===== config.mk =====
export PLATFORM = sky130hd
export DESIGN_NAME = hazard_ctrl
export DESIGN_NICKNAME = d
export VERILOG_FILES = /design/src/rtl/hazard_ctrl.sv
export SDC_FILE = /design/constraint.sdc
export NUM_CORES = 1
export LEC_CHECK = 0
export ABC_AREA = 1
export ABC_CLOCK_PERIOD_IN_PS = 1000
export BUFFER_PORTS_ARGS = -buffer_cell sky130_fd_sc_hd__buf_2
export CAP_MARGIN = 10
export CORE_UTILIZATION = 42
export DETAILED_ROUTE_END_ITERATION = 7
export PLACE_DENSITY = 0.75
export SETUP_SLACK_MARGIN = 0.15
export SYNTH_ARGS = -nofsm -noshare
export SYNTH_HDL_FRONTEND = slang
export SYNTH_SLANG_ARGS = --single-unit

===== constraint.sdc =====
create_clock -name clk -period 1 [get_ports clk]
set_input_delay 0.2 -clock clk [delete_from_list [all_inputs] [get_ports clk]]
set_output_delay 0.2 -clock clk [all_outputs]
set_load 0.05 [all_outputs]

===== src/rtl/hazard_ctrl.sv =====
// Pipeline hazard controller for the 16-bit, 16-register core.
// Latency: stall/flush/redirect outputs are combinational in the current cycle; fwd_a/fwd_b are registered, one cycle.
// Backpressure: holds PC and IF/ID for one cycle on load-use; flushes IF/ID and ID/EXE for BRANCH_PENALTY cycles on redirect.
//
// Ports:
//   clk, rst          clock and asynchronous active-high reset
//   id_*              source registers and use flags of the instruction in ID
//   ex_*              bundle leaving the ID/EXE register (dest, load, branch, jal)
//   mem_*             destination of the instruction in EXE/MEM
//   pc_stall, if_id_stall, if_id_flush, id_exe_flush, pc_redirect   pipeline control
//   fwd_a, fwd_b      operand selects for EX: 00 regfile, 01 EXE/MEM, 10 MEM/WB
//
// Optional build macro HAZARD_PERF_EN adds saturating stall_cnt / flush_cnt outputs.

module hazard_ctrl #(
   parameter int BRANCH_PENALTY = 2,
   parameter bit R0_HARDWIRED   = 1'b1
) (
   input  logic       clk,
   input  logic       rst,
   input  logic [3:0] id_rs1,
   input  logic [3:0] id_rs2,
   input  logic       id_rs1_used,
   input  logic       id_rs2_used,
   input  logic       ex_reg_wen,
   input  logic [3:0] ex_reg_waddr,
   input  logic       ex_mem_ren,
   input  logic       ex_branch,
   input  logic       ex_taken,
   input  logic       ex_jal,
   input  logic       mem_reg_wen,
   input  logic [3:0] mem_reg_waddr,
   output logic       pc_stall,
   output logic       if_id_stall,
   output logic       if_id_flush,
   output logic       id_exe_flush,
   output logic       pc_redirect,
   output logic [1:0] fwd_a,
   output logic [1:0] fwd_b
`ifdef HAZARD_PERF_EN
   ,
   output logic [15:0] stall_cnt,
   output logic [15:0] flush_cnt
`endif
);

   typedef enum logic [1:0] {
      RUN        = 2'd0,
      LOAD_STALL = 2'd1,
      FLUSH      = 2'd2
   } state_t;

   // The redirect cycle itself is the first flush cycle, so FLUSH covers the rest.
   localparam logic [2:0] FLUSH_INIT  = 3'(BRANCH_PENALTY - 1);
   localparam bit         MULTI_FLUSH = (BRANCH_PENALTY > 1);

   state_t     state, state_nxt;
   logic [2:0] fcnt, fcnt_nxt;

   logic       redirect;
   logic       rs1_live, rs2_live;
   logic       loaduse;
   logic [1:0] fwd_a_nxt, fwd_b_nxt;

   // A source counts only if the instruction reads it and it is not a hardwired r0.
   assign rs1_live = id_rs1_used & ~(R0_HARDWIRED & (id_rs1 == 4'd0));
   assign rs2_live = id_rs2_used & ~(R0_HARDWIRED & (id_rs2 == 4'd0));

   assign redirect = (ex_branch & ex_taken) | ex_jal;

   assign loaduse = ex_mem_ren & ex_reg_wen &
                    ((rs1_live & (ex_reg_waddr == id_rs1)) |
                     (rs2_live & (ex_reg_waddr == id_rs2)));

   // ------------------------------------------------------------------
   // State register
   // ------------------------------------------------------------------
   always_ff @(posedge clk or posedge rst) begin
      if (rst) begin
         state <= RUN;
         fcnt  <= 3'd0;
      end else begin
         state <= state_nxt;
         fcnt  <= fcnt_nxt;
      end
   end

   // ------------------------------------------------------------------
   // Next state and Mealy control outputs
   // ------------------------------------------------------------------
   always_comb begin
      state_nxt    = state;
      fcnt_nxt     = fcnt;
      pc_stall     = 1'b0;
      if_id_stall  = 1'b0;
      if_id_flush  = 1'b0;
      id_exe_flush = 1'b0;
      pc_redirect  = 1'b0;

      case (state)
         RUN: begin
            // Redirect wins: the branch is older than the load-use consumer.
            if (redirect) begin
               pc_redirect  = 1'b1;
               if_id_flush  = 1'b1;
               id_exe_flush = 1'b1;
               if (MULTI_FLUSH) begin
                  state_nxt = FLUSH;
                  fcnt_nxt  = FLUSH_INIT;
               end
            end else if (loaduse) begin
               pc_stall     = 1'b1;
               if_id_stall  = 1'b1;
               id_exe_flush = 1'b1;
               state_nxt    = LOAD_STALL;
            end
         end

         LOAD_STALL: begin
            // The bubble now in EX makes loaduse meaningless here; only a redirect matters.
            state_nxt = RUN;
            if (redirect) begin
               pc_redirect  = 1'b1;
               if_id_flush  = 1'b1;
               id_exe_flush = 1'b1;
               if (MULTI_FLUSH) begin
                  state_nxt = FLUSH;
                  fcnt_nxt  = FLUSH_INIT;
               end
            end
         end

         FLUSH: begin
            // Slots in flight are wrong-path, so their redirect/loaduse are ignored.
            if_id_flush  = 1'b1;
            id_exe_flush = 1'b1;
            fcnt_nxt     = fcnt - 3'd1;
            if (fcnt <= 3'd1) begin
               state_nxt = RUN;
               fcnt_nxt  = 3'd0;
            end
         end

         default: begin
            state_nxt = RUN;
            fcnt_nxt  = 3'd0;
         end
      endcase

      if (rst) begin
         pc_stall     = 1'b0;
         if_id_stall  = 1'b0;
         if_id_flush  = 1'b0;
         id_exe_flush = 1'b0;
         pc_redirect  = 1'b0;
      end
   end

   // ------------------------------------------------------------------
   // Forwarding selects, computed from ID and captured with ID/EXE
   // ------------------------------------------------------------------
   always_comb begin
      fwd_a_nxt = 2'b00;
      if (rs1_live) begin
         // A load in EX has no result yet; it is covered by the stall, not by forwarding.
         if (ex_reg_wen & ~ex_mem_ren & (ex_reg_waddr == id_rs1))
            fwd_a_nxt = 2'b01;
         else if (mem_reg_wen & (mem_reg_waddr == id_rs1))
            fwd_a_nxt = 2'b10;
      end

      fwd_b_nxt = 2'b00;
      if (rs2_live) begin
         if (ex_reg_wen & ~ex_mem_ren & (ex_reg_waddr == id_rs2))
            fwd_b_nxt = 2'b01;
         else if (mem_reg_wen & (mem_reg_waddr == id_rs2))
            fwd_b_nxt = 2'b10;
      end
   end

   always_ff @(posedge clk or posedge rst) begin
      if (rst) begin
         fwd_a <= 2'b00;
         fwd_b <= 2'b00;
      end else if (id_exe_flush) begin
         // A bubble entering EX must not forward anything.
         fwd_a <= 2'b00;
         fwd_b <= 2'b00;
      end else begin
         fwd_a <= fwd_a_nxt;
         fwd_b <= fwd_b_nxt;
      end
   end

`ifdef HAZARD_PERF_EN
   // ------------------------------------------------------------------
   // Saturating performance counters
   // ------------------------------------------------------------------
   logic flush_evt;

   // A load-use bubble also asserts id_exe_flush, but always together with pc_stall.
   assign flush_evt = id_exe_flush & ~pc_stall;

   always_ff @(posedge clk or posedge rst) begin
      if (rst) begin
         stall_cnt <= 16'd0;
         flush_cnt <= 16'd0;
      end else begin
         if (pc_stall && stall_cnt != 16'hFFFF)
            stall_cnt <= stall_cnt + 16'd1;
         if (flush_evt && flush_cnt != 16'hFFFF)
            flush_cnt <= flush_cnt + 16'd1;
      end
   end
`endif

endmodule


== Word level (Yosys, flattened, before mapping) ==
Cells that the tools add are included.

* Flip-flop bits (word level): 9
* Bits of input ports: 26
* Output and inout bits: 9
* Logic and storage cells: 65

* Add/sub/neg operators: 1
* $lt $le $gt $ge: 1
* Equal/unequal tests: 9
* Muxes and demuxes: 28
* Bitwise operators: 17
* Reductions and logical operators: 5

{| class="wikitable"
|+ Operator list
! kind !! number
|-
| $mux 2 || 12
|-
| $eq 4x4->1 || 4
|-
| $and 1x1->1 || 12
|-
| $mux 1 || 10
|-
| $logic_not 4->1 || 2
|-
| $mux 3 || 2
|-
| $pmux 2 s3 || 1
|-
| $pmux 3 s2 || 1
|-
| $le 3x1->1 const B || 1
|-
| $ne 3x3->1 const B || 1
|-
| $not 1->1 || 3
|-
| $pmux 1 s3 || 1
|-
| $sub 3x1->3 const B || 1
|-
| $eq 2x1->1 const B || 1
|-
| $eq 2x2->1 const B || 1
|-
| $logic_not 2->1 || 1
|-
| $ne 2x1->1 const B || 1
|-
| $ne 2x2->1 const B || 1
|-
| $or 1x1->1 || 2
|-
| $pmux 1 s2 || 1
|-
| $reduce_and 2->1 || 1
|-
| $reduce_or 2->1 || 1
|}

== Logic depth before layout (Yosys ltp) ==
* Depth after elaboration: 11
* Mapped depth: 9
* Gate-level depth less buffers: 9

== Worst setup path before layout ==
Ideal clock, no wire load.

* Path kind: input port to output port
* Start: input port ex_reg_waddr[1]
* End: output port pc_stall
* Arrival: 1650 ps
* Required time: 800 ps
* Setup slack: -850 ps
* Cell stages on the path: 9
* Buffers on the path: 1
* Cell sequence: inv_1 nand2_1 nand2_1 nor2_2 nand3_1 nand2_2 nand2_4 nor3_2 buf_4

* Word-level cells in the longest chain between the ends: 8
* Elaborated cells between the ends (all ways): 10
* Those cells by class: eq/ne: 2; mux: 4; bitwise: 4

{| class="wikitable"
|+ Ends and longest elaborated chain
! element !! RTL line !! source
|-
| start: declaration || 26 || <nowiki>input logic [3:0] ex_reg_waddr,</nowiki>
|-
| $eq 4x4->1, on equally long branches || 72, 73 ||
|-
| $and 1x1->1, on equally long branches || 72, 73 ||
|-
| $or 1x1->1 (*) || 72 || <nowiki>((rs1_live & (ex_reg_waddr == id_rs1)) |</nowiki>
|-
| $and 1x1->1 (*) || 71 || <nowiki>assign loaduse = ex_mem_ren & ex_reg_wen &</nowiki>
|-
| $mux 1 (*) (4 in a row) || - ||
|-
| end: declaration || 33 || <nowiki>output logic pc_stall,</nowiki>
|}

Mark *: on every way between the ends. The rest lies on a longest branch, timed or not.

== Worst setup path in the final report ==
* Start: register state[1]
* End: output port id_exe_flush

* Word-level cells in the longest chain between the ends: 3
* Elaborated cells between the ends (all ways): 5
* Those cells by class: eq/ne: 2; mux: 2; reduce/logical: 1

{| class="wikitable"
|+ Ends and longest elaborated chain
! element !! RTL line !! source
|-
| start: declaration || 57 || <nowiki>state_t state, state_nxt;</nowiki>
|-
| start signal: assignment || 83 || <nowiki>state <= state_nxt;</nowiki>
|-
| $eq 2x2->1, or another cell as far along || 100 || <nowiki>case (state)</nowiki>
|-
| $pmux 1 s3 (*) || 100 ||
|-
| $mux 1 (*) || 150 || <nowiki>if (rst) begin</nowiki>
|-
| end: declaration || 36 || <nowiki>output logic id_exe_flush,</nowiki>
|}

Marks and branches as above.

==> impl_metrics.toml <==
[outcome]
outcome = "finished with violations"
violations = "negative setup slack"

[layout]
syn2layout_area_growth_pct = 80.4
nNetsFinal = 216
diodes = 0
final_cells = 212
drive_gt1_share_pct = 56.7
fill_cells = 112
post-route-util_pct = 82.7

[global_routing]
global_route.usage.met1_pct = 28.1
grt_max_degree = 10
antenna_found_initial = 0
gr-total-overflow = 0
grt_busiest_layer = "met2"
first_global_vias = 1002
track_usage_pct = 27.0
grt_use_met2_pct = 51.8
use_met3_pct = 2.75
grt_pass1_wl_um = 3960

[clock_tree]
insertion_delay_ps = 270
ctsRootBufferMaster = "clkbuf_4"
cts_tree = "done"
ctsLongestPathBuffers = 2
numCtsBuffers = 3
path_clk_slew_ps = 70
cts_sinks = 9
cts_max_level = 1

[pwr]
powerDensity_nw_per_um2 = 1660
switching_share_pct = 43.4
power.leakage_nw = 0.786
power_mw = 2.45
p_int_mw = 1.39
ir_drop_mv = 0.935
p_sw_mw = 1.06
clkPwrFrac_pct = 12.2
p_seq_share_pct = 21.5
pwr-share-comb_pct = 66.3

[placement]
dp_cells = 204
gp_congestion = 0.878
hpwl_um = 1790
portBuffers = 34

[drt]
viasPerCell = 4.74
first_pass_iters = 5
ant_nets = 0
drt_wl_total_um = 2570
num_vias = 1004
wl_per_cell_um = 12.1
drc = 0
drt-initial-drc-count = 18

[synth]
syn-num-nets = 154
syn_area_per_cell_um2 = 6.48
synth_cell_types = 22
seq_area_frac_synth_pct = 27.6
synth_warnings = 0
yosys_register_bits = 9
syn_inst = 126
syn_area_um2 = 817

[timing]
fmax_mhz = 632
postLayoutSetupSlackWorst_ps = -581
rsz0062_at_grt = "yes"
finalCritPeriodShare_pct = 158
finalSetupViolCount = 16
min_period_ps = 1580
drv_slew = 0
hold_violations = 0
timing.slew.headroom_pct = 76.4
worst_slew_pin_slew_ps = 354
skew_ps = 6.02

[worst_setup_path]
worst_ep_required_time_ps = 800
startpoint_type = "flop"
reg2reg_from = "state[1]"
path_max_fanout = 2
cp-startpoint = "state[1]"
rrSetupSlack_ps = -220
cp-end-kind = "primary output"
crit_type = "flop to primary output"
arrival_ps = 1380

[floorplanning]
initial_core_util_pct = 45.8
coreArea_um2 = 1780
fp-row-count = 15
dieHeight_um = 46.1
io_pins = 35
die_area_um2 = 2130
fp.dieW_um = 46.1

[min_path]
hp-class = "input pin to async pin"

[job]
max_cap_violations = 0
## registers in the layout (all words and copies together) (netlist names)
register / flops
fwd_b: 2
fcnt: 3
state: 2
fwd_a: 2
## path summary, 6_finish.rpt
| kind | endpoint | depth (start not counted) |
|---|---|---|
| max in group asynchronous | fcnt[0] | 3 |
| setup reg to reg | fcnt[1] | 6 |
| setup / recovery | id_exe_flush | 5 |
| min in group clk | fwd_a[1] | 3 |
| hold reg to reg | fcnt[0] | 2 |
| hold / removal | fwd_a[1] | 3 |
## synth_stat cells
| cell type | instances | share of area, % |
|---|---|---|
| xor2_1 | 1 | 1.1 |
| a21o_1 | 1 | 0.92 |
| ha_1 | 2 | 3.1 |
| nand2_2 | 1 | 0.77 |
| nor2_1 | 11 | 5.1 |
| nor2_2 | 4 | 3.1 |
| nand2_1 | 37 | 17 |
| nor3_2 | 1 | 1.2 |
| nand3_1 | 6 | 3.7 |
| a21oi_1 | 6 | 3.7 |
| dfrtp_1 | 9 | 28 |
| inv_2 | 4 | 1.8 |
| nand4_1 | 4 | 3.1 |
| nand2b_1 | 2 | 1.5 |
| a21oi_2 | 3 | 3.2 |
| xnor2_1 | 4 | 4.3 |
| inv_1 | 21 | 9.6 |
| nand2_4 | 2 | 2.8 |
| a21boi_2 | 2 | 2.8 |
| buf_4 | 1 | 0.92 |
| o32ai_1 | 1 | 1.1 |
| o21ai_0 | 3 | 1.8 |
## per-stage QoR
step | worst slack (ps) | hold slack, ps | TNS (ps) | cell area (µm²)
4_1_cts | -508 | 110 | -3200 | 1430
3_5_place_dp | -500 | 384 | -3790 | 1240
5_1_grt | -617 | 128 | -4980 | 1470
2_1_floorplan | -594 | 27.9 | -1690 | 900
3_3_place_gp | -450 | 381 | -3350 | 1240
6_report | -581 | 99.7 | -4180 | 1470
## power groups by stage
stage | Combinational (mW) | Sequential [mW] | Clock (mW)
2_1_floorplan | 0.689 | 0.515 | 0
3_3_place_gp | 1.09 | 0.516 | 0
3_5_place_dp | 1.13 | 0.525 | 0
4_1_cts | 1.49 | 0.525 | 0.281
5_1_grt | 1.74 | 0.529 | 0.322
6_report | 1.62 | 0.526 | 0.300
## logic make-up (layout without fill, tap and decap cells)
kind of cell | count (synthesis) | count (layout) | share of synthesized area [%]
AO/OA/AOI/OAI | 16 | 16 | 13.5
buffers and inverters | 26 | 87 | 12.4
XOR/XNOR | 5 | 5 | 5.36
AND/OR/NAND/NOR | 68 | 68 | 38.1
flip-flops | 9 | 9 | 27.6
adder cells (fa/ha/maj) | 2 | 2 | 3.06
## cell usage in the layout, fill, tap and decap left out, drive strengths merged, types with 2 or more instances in the layout
cell type	Yosys	routed
dfrtp	9	9
a21boi	2	2
inv	25	25
buf	1	58
nor2	15	15
xnor2	4	4
nand3	6	6
clkbuf	0	4
nand4	4	4
nand2b	2	2
o21ai	3	3
ha	2	2
nand2	40	40
a21oi	9	9
## repair_timing
| item | 4_1_cts | 5_1_grt |
|---|---|---|
| hold buffers | 0 | 0 |
| pin swaps | 11 | 8 |
| buffers inserted | 3 | 1 |
| gates resized for setup | 40 | 10 |
| setup endpoints to repair | 18 | 18 |
## worst max-delay path, cell delays in order, from the launching register on
cell and delay [ps]:
dfrtp_1 400, inv_2 90, nand2_4 70, a21oi_4 150, a21boi_4 210, buf_6 180
## final cells by class
class	count	area (µm²)	area share [%]
flip-flops and latches	9	226	15.4
well taps	25	31.3	2.12
repair buffers	58	453	30.7
inverters	25	114	7.72
multi-input cells	91	623	42.3
clock buffers	4	26.3	1.78
## layer usage
metal / vias up / part of all wire [%]
met2: 37 / 57
li1: 515 / -
met1: 445 / 38
met3: 7 / 3.0
met5: - / 0
met4: 0 / 2.6
Power figures use the tool's default switching activity.
